File: config.mk
export PLATFORM = sky130hd
export DESIGN_NAME = pipe_hazard_ctrl_flat
export DESIGN_NICKNAME = d
export VERILOG_FILES = /design/src/rtl/pipe_hazard_ctrl_if.sv /design/src/rtl/pipe_hazard_ctrl.sv /design/src/flat_wrapper.sv
export SDC_FILE = /design/constraint.sdc
export NUM_CORES = 1
export LEC_CHECK = 0
export ABC_AREA = 1
export ABC_CLOCK_PERIOD_IN_PS = 1400
export CORE_UTILIZATION = 31
export CTS_BUF_LIST = sky130_fd_sc_hd__clkbuf_4 sky130_fd_sc_hd__clkbuf_8
export CTS_CLUSTER_SIZE = 16
export DETAILED_ROUTE_END_ITERATION = 10
export PLACE_DENSITY = 0.74
export REMOVE_ABC_BUFFERS = 1
export SYNTH_ARGS = -nofsm -noshare
export SYNTH_HDL_FRONTEND = slang
export SYNTH_SLANG_ARGS = --single-unit
File: constraint.sdc
create_clock -name clk -period 1.4 [get_ports clk]
set_input_delay 0.21 -clock clk [delete_from_list [all_inputs] [get_ports clk]]
set_output_delay 0.21 -clock clk [all_outputs]
set_load 0.02 [all_outputs]
File: src/rtl/pipe_hazard_ctrl_if.sv
// Hazard controller bundle: the pipeline (master) reports hazard sources and
// consumes stage-register load/zero controls; the controller is the slave.
interface pipe_hazard_ctrl_if #(
  parameter int unsigned CNT_BITS = 16
);
  logic [4:0]          id_rs;
  logic [4:0]          id_rt;
  logic                id_uses_rs;
  logic                id_uses_rt;
  logic                ex_mem_read;
  logic [4:0]          ex_rd;
  logic                branch_taken;
  logic                md_start;
  logic                md_is_div;
  logic                halt;
  logic                pc_load;
  logic                ifid_load;
  logic                idex_load;
  logic                ifid_zero;
  logic                idex_zero;
  logic                exmem_zero;
  logic                md_busy;
  logic                md_done;
  logic                halted;
  logic [CNT_BITS-1:0] stall_cnt;
  logic [CNT_BITS-1:0] flush_cnt;

  modport master (
    output id_rs, id_rt, id_uses_rs, id_uses_rt, ex_mem_read, ex_rd,
           branch_taken, md_start, md_is_div, halt,
    input  pc_load, ifid_load, idex_load, ifid_zero, idex_zero, exmem_zero,
           md_busy, md_done, halted, stall_cnt, flush_cnt
  );

  modport slave (
    input  id_rs, id_rt, id_uses_rs, id_uses_rt, ex_mem_read, ex_rd,
           branch_taken, md_start, md_is_div, halt,
    output pc_load, ifid_load, idex_load, ifid_zero, idex_zero, exmem_zero,
           md_busy, md_done, halted, stall_cnt, flush_cnt
  );
endinterface

File: src/rtl/pipe_hazard_ctrl.sv
// Pipeline hazard/stall/flush controller with multi-cycle mul/div hold and halt.
// Define HAZARD_PERF_CNT_EN to build the saturating stall/flush perf counters.
module pipe_hazard_ctrl #(
  parameter int unsigned MUL_CYCLES = 4,
  parameter int unsigned DIV_CYCLES = 32,
  parameter int unsigned CNT_BITS   = 16
) (
  input  logic              clk,
  input  logic              rst_n,
  pipe_hazard_ctrl_if.slave bus
);

  localparam int unsigned MaxCycles = (MUL_CYCLES > DIV_CYCLES) ? MUL_CYCLES : DIV_CYCLES;
  localparam int unsigned CntW      = ($clog2(MaxCycles) < 1) ? 1 : $clog2(MaxCycles);
  localparam logic [CntW-1:0] MulLoad = CntW'(MUL_CYCLES - 1);
  localparam logic [CntW-1:0] DivLoad = CntW'(DIV_CYCLES - 1);

  typedef enum logic [1:0] {StInit, StRun, StMdBusy, StHalt} state_e;

  state_e          state_q;
  logic [CntW-1:0] md_cnt_q;
  logic            halt_q;
  logic            load_use;
  logic            pc_load, ifid_load, idex_load;
  logic            ifid_zero, idex_zero, exmem_zero;
  logic            md_busy, md_done, halted;

  assign load_use = bus.ex_mem_read && (bus.ex_rd != 5'd0) &&
                    ((bus.id_uses_rs && (bus.id_rs == bus.ex_rd)) ||
                     (bus.id_uses_rt && (bus.id_rt == bus.ex_rd)));

  always_comb begin
    pc_load    = 1'b0;
    ifid_load  = 1'b0;
    idex_load  = 1'b0;
    ifid_zero  = 1'b0;
    idex_zero  = 1'b0;
    exmem_zero = 1'b0;
    md_busy    = 1'b0;
    md_done    = 1'b0;
    halted     = 1'b0;
    unique case (state_q)
      StRun: begin
        pc_load   = 1'b1;
        ifid_load = 1'b1;
        idex_load = 1'b1;
        // A taken branch squashes the dependent instruction, so no stall is needed.
        if (bus.branch_taken) begin
          ifid_zero = 1'b1;
          idex_zero = 1'b1;
        end else if (load_use) begin
          pc_load   = 1'b0;
          ifid_load = 1'b0;
          idex_zero = 1'b1;
        end
        if (bus.halt) idex_zero = 1'b1;
      end
      StMdBusy: begin
        exmem_zero = 1'b1;
        md_busy    = 1'b1;
        md_done    = (md_cnt_q == '0);
      end
      StHalt: halted = 1'b1;
      default: begin
        ifid_zero  = 1'b1;
        idex_zero  = 1'b1;
        exmem_zero = 1'b1;
      end
    endcase
  end

  always_ff @(posedge clk or negedge rst_n) begin
    if (!rst_n) begin
      state_q  <= StInit;
      md_cnt_q <= '0;
      halt_q   <= 1'b0;
    end else begin
      unique case (state_q)
        StInit: state_q <= StRun;
        StRun: begin
          if (bus.halt) begin
            state_q <= StHalt;
          end else if (bus.md_start) begin
            md_cnt_q <= bus.md_is_div ? DivLoad : MulLoad;
            state_q  <= StMdBusy;
          end
        end
        StMdBusy: begin
          if (md_cnt_q == '0) begin
            state_q <= (halt_q || bus.halt) ? StHalt : StRun;
            halt_q  <= 1'b0;
          end else begin
            md_cnt_q <= md_cnt_q - CntW'(1);
            if (bus.halt) halt_q <= 1'b1;
          end
        end
        StHalt: state_q <= StHalt;
        default: state_q <= StInit;
      endcase
    end
  end

  assign bus.pc_load    = pc_load;
  assign bus.ifid_load  = ifid_load;
  assign bus.idex_load  = idex_load;
  assign bus.ifid_zero  = ifid_zero;
  assign bus.idex_zero  = idex_zero;
  assign bus.exmem_zero = exmem_zero;
  assign bus.md_busy    = md_busy;
  assign bus.md_done    = md_done;
  assign bus.halted     = halted;

`ifdef HAZARD_PERF_CNT_EN
  logic [CNT_BITS-1:0] stall_cnt_q, flush_cnt_q;
  logic                stall_inc, flush_inc;

  assign stall_inc = !pc_load && ((state_q == StRun) || (state_q == StMdBusy));
  assign flush_inc = (state_q == StRun) && bus.branch_taken;

  always_ff @(posedge clk or negedge rst_n) begin
    if (!rst_n) begin
      stall_cnt_q <= '0;
      flush_cnt_q <= '0;
    end else begin
      if (stall_inc && (stall_cnt_q != {CNT_BITS{1'b1}})) stall_cnt_q <= stall_cnt_q + 1'b1;
      if (flush_inc && (flush_cnt_q != {CNT_BITS{1'b1}})) flush_cnt_q <= flush_cnt_q + 1'b1;
    end
  end

  assign bus.stall_cnt = stall_cnt_q;
  assign bus.flush_cnt = flush_cnt_q;
`else
  assign bus.stall_cnt = {CNT_BITS{1'b0}};
  assign bus.flush_cnt = {CNT_BITS{1'b0}};
`endif

endmodule

File: src/flat_wrapper.sv
// flat-port wrapper written by rule: the top's interface ports become plain ports
module pipe_hazard_ctrl_flat 
#(
  parameter int unsigned MUL_CYCLES = 4,
  parameter int unsigned DIV_CYCLES = 32,
  parameter int unsigned CNT_BITS   = 16
)
  (clk, rst_n, bus_id_rs, bus_id_rt, bus_id_uses_rs, bus_id_uses_rt, bus_ex_mem_read, bus_ex_rd, bus_branch_taken, bus_md_start, bus_md_is_div, bus_halt, bus_pc_load, bus_ifid_load, bus_idex_load, bus_ifid_zero, bus_idex_zero, bus_exmem_zero, bus_md_busy, bus_md_done, bus_halted, bus_stall_cnt, bus_flush_cnt);
  pipe_hazard_ctrl_if #(.CNT_BITS(CNT_BITS)) bus_i ();
  input  logic clk;
  input  logic rst_n;
  input wire logic [$bits(bus_i.id_rs)-1:0] bus_id_rs;
  input wire logic [$bits(bus_i.id_rt)-1:0] bus_id_rt;
  input wire logic [$bits(bus_i.id_uses_rs)-1:0] bus_id_uses_rs;
  input wire logic [$bits(bus_i.id_uses_rt)-1:0] bus_id_uses_rt;
  input wire logic [$bits(bus_i.ex_mem_read)-1:0] bus_ex_mem_read;
  input wire logic [$bits(bus_i.ex_rd)-1:0] bus_ex_rd;
  input wire logic [$bits(bus_i.branch_taken)-1:0] bus_branch_taken;
  input wire logic [$bits(bus_i.md_start)-1:0] bus_md_start;
  input wire logic [$bits(bus_i.md_is_div)-1:0] bus_md_is_div;
  input wire logic [$bits(bus_i.halt)-1:0] bus_halt;
  output wire logic [$bits(bus_i.pc_load)-1:0] bus_pc_load;
  output wire logic [$bits(bus_i.ifid_load)-1:0] bus_ifid_load;
  output wire logic [$bits(bus_i.idex_load)-1:0] bus_idex_load;
  output wire logic [$bits(bus_i.ifid_zero)-1:0] bus_ifid_zero;
  output wire logic [$bits(bus_i.idex_zero)-1:0] bus_idex_zero;
  output wire logic [$bits(bus_i.exmem_zero)-1:0] bus_exmem_zero;
  output wire logic [$bits(bus_i.md_busy)-1:0] bus_md_busy;
  output wire logic [$bits(bus_i.md_done)-1:0] bus_md_done;
  output wire logic [$bits(bus_i.halted)-1:0] bus_halted;
  output wire logic [$bits(bus_i.stall_cnt)-1:0] bus_stall_cnt;
  output wire logic [$bits(bus_i.flush_cnt)-1:0] bus_flush_cnt;
  assign bus_i.id_rs = bus_id_rs;
  assign bus_i.id_rt = bus_id_rt;
  assign bus_i.id_uses_rs = bus_id_uses_rs;
  assign bus_i.id_uses_rt = bus_id_uses_rt;
  assign bus_i.ex_mem_read = bus_ex_mem_read;
  assign bus_i.ex_rd = bus_ex_rd;
  assign bus_i.branch_taken = bus_branch_taken;
  assign bus_i.md_start = bus_md_start;
  assign bus_i.md_is_div = bus_md_is_div;
  assign bus_i.halt = bus_halt;
  assign bus_pc_load = bus_i.pc_load;
  assign bus_ifid_load = bus_i.ifid_load;
  assign bus_idex_load = bus_i.idex_load;
  assign bus_ifid_zero = bus_i.ifid_zero;
  assign bus_idex_zero = bus_i.idex_zero;
  assign bus_exmem_zero = bus_i.exmem_zero;
  assign bus_md_busy = bus_i.md_busy;
  assign bus_md_done = bus_i.md_done;
  assign bus_halted = bus_i.halted;
  assign bus_stall_cnt = bus_i.stall_cnt;
  assign bus_flush_cnt = bus_i.flush_cnt;
  pipe_hazard_ctrl #(.MUL_CYCLES(MUL_CYCLES), .DIV_CYCLES(DIV_CYCLES), .CNT_BITS(CNT_BITS)) u_core (.clk(clk), .rst_n(rst_n), .bus(bus_i));
endmodule
==> key figures <==
Placed design
  • HPWL Detailed: 1682 µm
  • Placer Congestion: 0.8688
  • Placed Area: 1306 µm²
  • PortBufs: 32

Logic synthesis
  • Register area share after synthesis: 20.57%
  • Post-synth top area share: 25.45%
  • Top-count cell post-synth: nand2_1
  • Top_reg_cell synth: dfrtp_1
  • Mapped cell area: 973.4 µm²
  • Syn Inst Count: 158
  • Synth cell count leaders: 41 x nand2_1, 33 x buf_4, 20 x inv_1, 10 x nor2_1, 9 x inv_2
  • Top cells by area, synth: buf_4 25%, dfrtp_1 21%, nand2_1 16%, inv_1 7.7%, nand2_2 3.9%
  • #FFs+latches synth: 8
  • Synth warn: 0
  • Synth cell types: 20
  • Share of synthesized registers carrying an async set or reset: 100.0%
  • Synthesized area per cell: 6.161 µm²
  • Post-synth EDFFs: 0
  • Cell accounting for the most synthesized area: buf_4

Critical path
  • Worst Reg2Reg Path Length in Cells: 13
  • Worst Path Arrival: 1.66 ns
  • Worst EP required: 1.55 ns
  • R2r setup slk: -0.11 ns
  • Cells along the critical path: inv_2, ha_4, nand2_2, inv_2, nand3_4, buf_6, nand2_4, nand2_4, nand2_4, buf_12, inv_8, nand2_4, o21ai_2
  • Crit start category: register
  • Worst path max stage delay: 0.39 ns
  • RR Startpoint: u_core.md_cnt_q[0]
  • Crit-path max FO: 7
  • Cell family with most CP delay: buffers and inverters
  • Critical path's slowest cell: dfrtp_1
  • Worst path depth: 13
  • CP Capture Type: register
  • Worst R2R End: u_core.md_cnt_q[3]
  • Crit-path most repeated cell: nand2_4
  • Crit Path Category: register to register
  • Buf+Inv Stages, Crit Path: 5

Power and ir drop
  • Maximum VDD drop: 0.0009468 V
  • Clock share of power: 7.5%
  • Sequential share of power: 17.3%
  • Net Sw Power: 1.078 mW
  • Combinational power share: 75.2%
  • PD cells: 1582 nW/µm²
  • Lkg Pwr: 0.9000 nW
  • Int Pwr: 1.263 mW
  • Sw Share: 46.05%

Timing
  • Hold_ws: 0.2382 ns
  • Final setup vio count: 5
  • Fmax: 0.6610 GHz
  • Final period demand of the worst path: 1.513 ns
  • Final setup margin: -0.1127 ns
  • Setup repair after global routing missed its margin: true
  • Final hold violation count: 0
  • Final Cycle Share: 108.1%
  • Clock Skews: 0.001087 ns
  • Fin. max-slew vios: 0

Die
  • Row count: 19
  • Chip width: 58.04 µm
  • Initial Util: 34.12%
  • Die span in y: 58.04 µm
  • CORE AREA: 2853 µm²
  • Top Ports: 65
  • Die area: 3368 µm²

Layout
  • Fill count: 265
  • Area occupied by multi-input gates: 634.4 µm²
  • Layout cells sized above 1: 43.38%
  • Final #Nets: 246
  • N_diodes: 0
  • Area growth from synthesis to layout: 51.93%
  • Fin area: 1479 µm²
  • Register area: 201.4 µm²

Flow run
  • Max cap viols: 0

Route
  • Initial DRC count: 48
  • Via Count: 1040
  • Antenna violation net count after detailed routing: 0
  • WL final: 2567 µm
  • Drt drc: 4
  • Vias per inst: 4.160
  • Post-detailed-route wirelength per cell: 10.27 µm
  • Drt pass-1 iters: 7

Clocking
  • CTS tree: yes
  • Maximum root-to-sink buffer count: 2
  • H-tree depth: 1
  • Clock sinks: 8
  • Clk slew on worst S/H paths: 0.05 ns
  • CTS hold repair buffers: 0
  • Clock root cell: clkbuf_4
  • Latest clock arrival within the worst-skew pair: 0.25 ns
  • Cts bufs inserted: 3

GRT
  • GRT Resource Usage Total: 13.42%
  • Grt ovf: 0
  • First-pass GRT wire length: 3443 µm
  • Largest net degree at the start of global routing: 9
  • Vias in the first global route: 865
  • Initial antenna violation count: 0

Outcome
  • Status: complete, but fails checks
  • Failing checks: DRC, setup timing

Hold path
  • Hold WC Path Type: primary input to async pin
==> cells in the final DEF (no fill, tap or decap), drive strengths merged <==
master,instances
clkbuf,18
dfrtp,8
nor3,1
conb,32
a21oi,5
o21ai,11
inv,30
dlymetal6s2s,1
nand2,48
or2,2
buf,37
dlygate4sd2,2
clkdlybuf4s50,5
ha,1
nand3,6
nor2,11
nand4,1
==> cell type report <==
type                       count  share of cell area (%)
multi-input combinational    118                   42.89
timing repair buffer          60                   31.22
sequential                     8                   13.62
inverter                      30                   8.122
tap                           31                   2.623
clock buffer                   3                   1.523
==> power groups by stage <==
| stage | registers (mW) | clock network (mW) | logic [mW] |
|---|---|---|---|
| finish | 0.405 | 0.175 | 1.76 |
| global route | 0.419 | 0.197 | 1.90 |
| CTS | 0.392 | 0.179 | 1.38 |
| detailed placement | 0.392 | 0 | 1.14 |
| global placement | 0.391 | 0 | 1.13 |
| floorplan | 0.386 | 0 | 0.666 |
==> sequential cells by signal (all words and copies together), names as in the netlist <==
register	cells
u_core.halt_q	1
u_core.md_cnt_q	5
u_core.state_q	2
==> per-stage QoR <==
| step | instances | setup TNS, ns | util (%) | total power, mW | setup slack, ns |
|---|---|---|---|---|---|
| 6_report | 250 | -0.5302 | 51.84 | 2.340 | -0.1127 |
| 5_1_grt | 250 | -0.9943 | 51.84 | 2.517 | -0.1915 |
| 4_1_cts | 245 | -0.1518 | 50.13 | 1.947 | -0.09402 |
| 3_5_place_dp | 233 | -3.538 | 45.79 | 1.535 | -0.7952 |
| 3_3_place_gp | 233 | -3.375 | 45.79 | 1.525 | -0.7763 |
| 2_1_floorplan | 156 | -0.01303 | - | 1.052 | -0.008048 |
==> routing by layer <==
metal / part of all wire, % / up-vias / global-route usage (%)
li1: - / 528 / -
met1: 40 / 463 / 15.88
met2: 53 / 43 / 23.15
met3: 4.5 / 6 / 2.902
met4: 2.6 / 0 / 6.122
met5: 0 / - / 0
==> logic make-up (layout without fill, tap and decap cells) <==
logic type                 after synthesis  in the layout  share of synthesized area, %
other                                    1             32                        0.3852
adders and majority gates                1              1                         1.285
AOI/OAI and AO/OA                       16             16                         9.382
buffers and inverters                   63             93                         37.53
and+or+nand+nor                         69             69                         30.85
DFF                                      8              8                         20.57
==> how the worst max path moves through the flow <==
stage | from | end
2_1_floorplan | u_core.state_q[0] | bus_md_done
3_3_place_gp | bus_ex_rd[4] | bus_idex_zero
3_5_place_dp | bus_ex_rd[4] | bus_idex_zero
4_1_cts | u_core.md_cnt_q[0] | bus_md_done
5_1_grt | u_core.md_cnt_q[0] | bus_md_done
6_report | u_core.md_cnt_q[0] | u_core.md_cnt_q[3]
==> timing repair <==
action	in CTS	in global routing
endpoints found under the setup margin	13	14
gates resized for setup	75	53
buffers inserted	9	6
pin swaps	20	22
No activity file was read; power rests on OpenSTA's default activity.
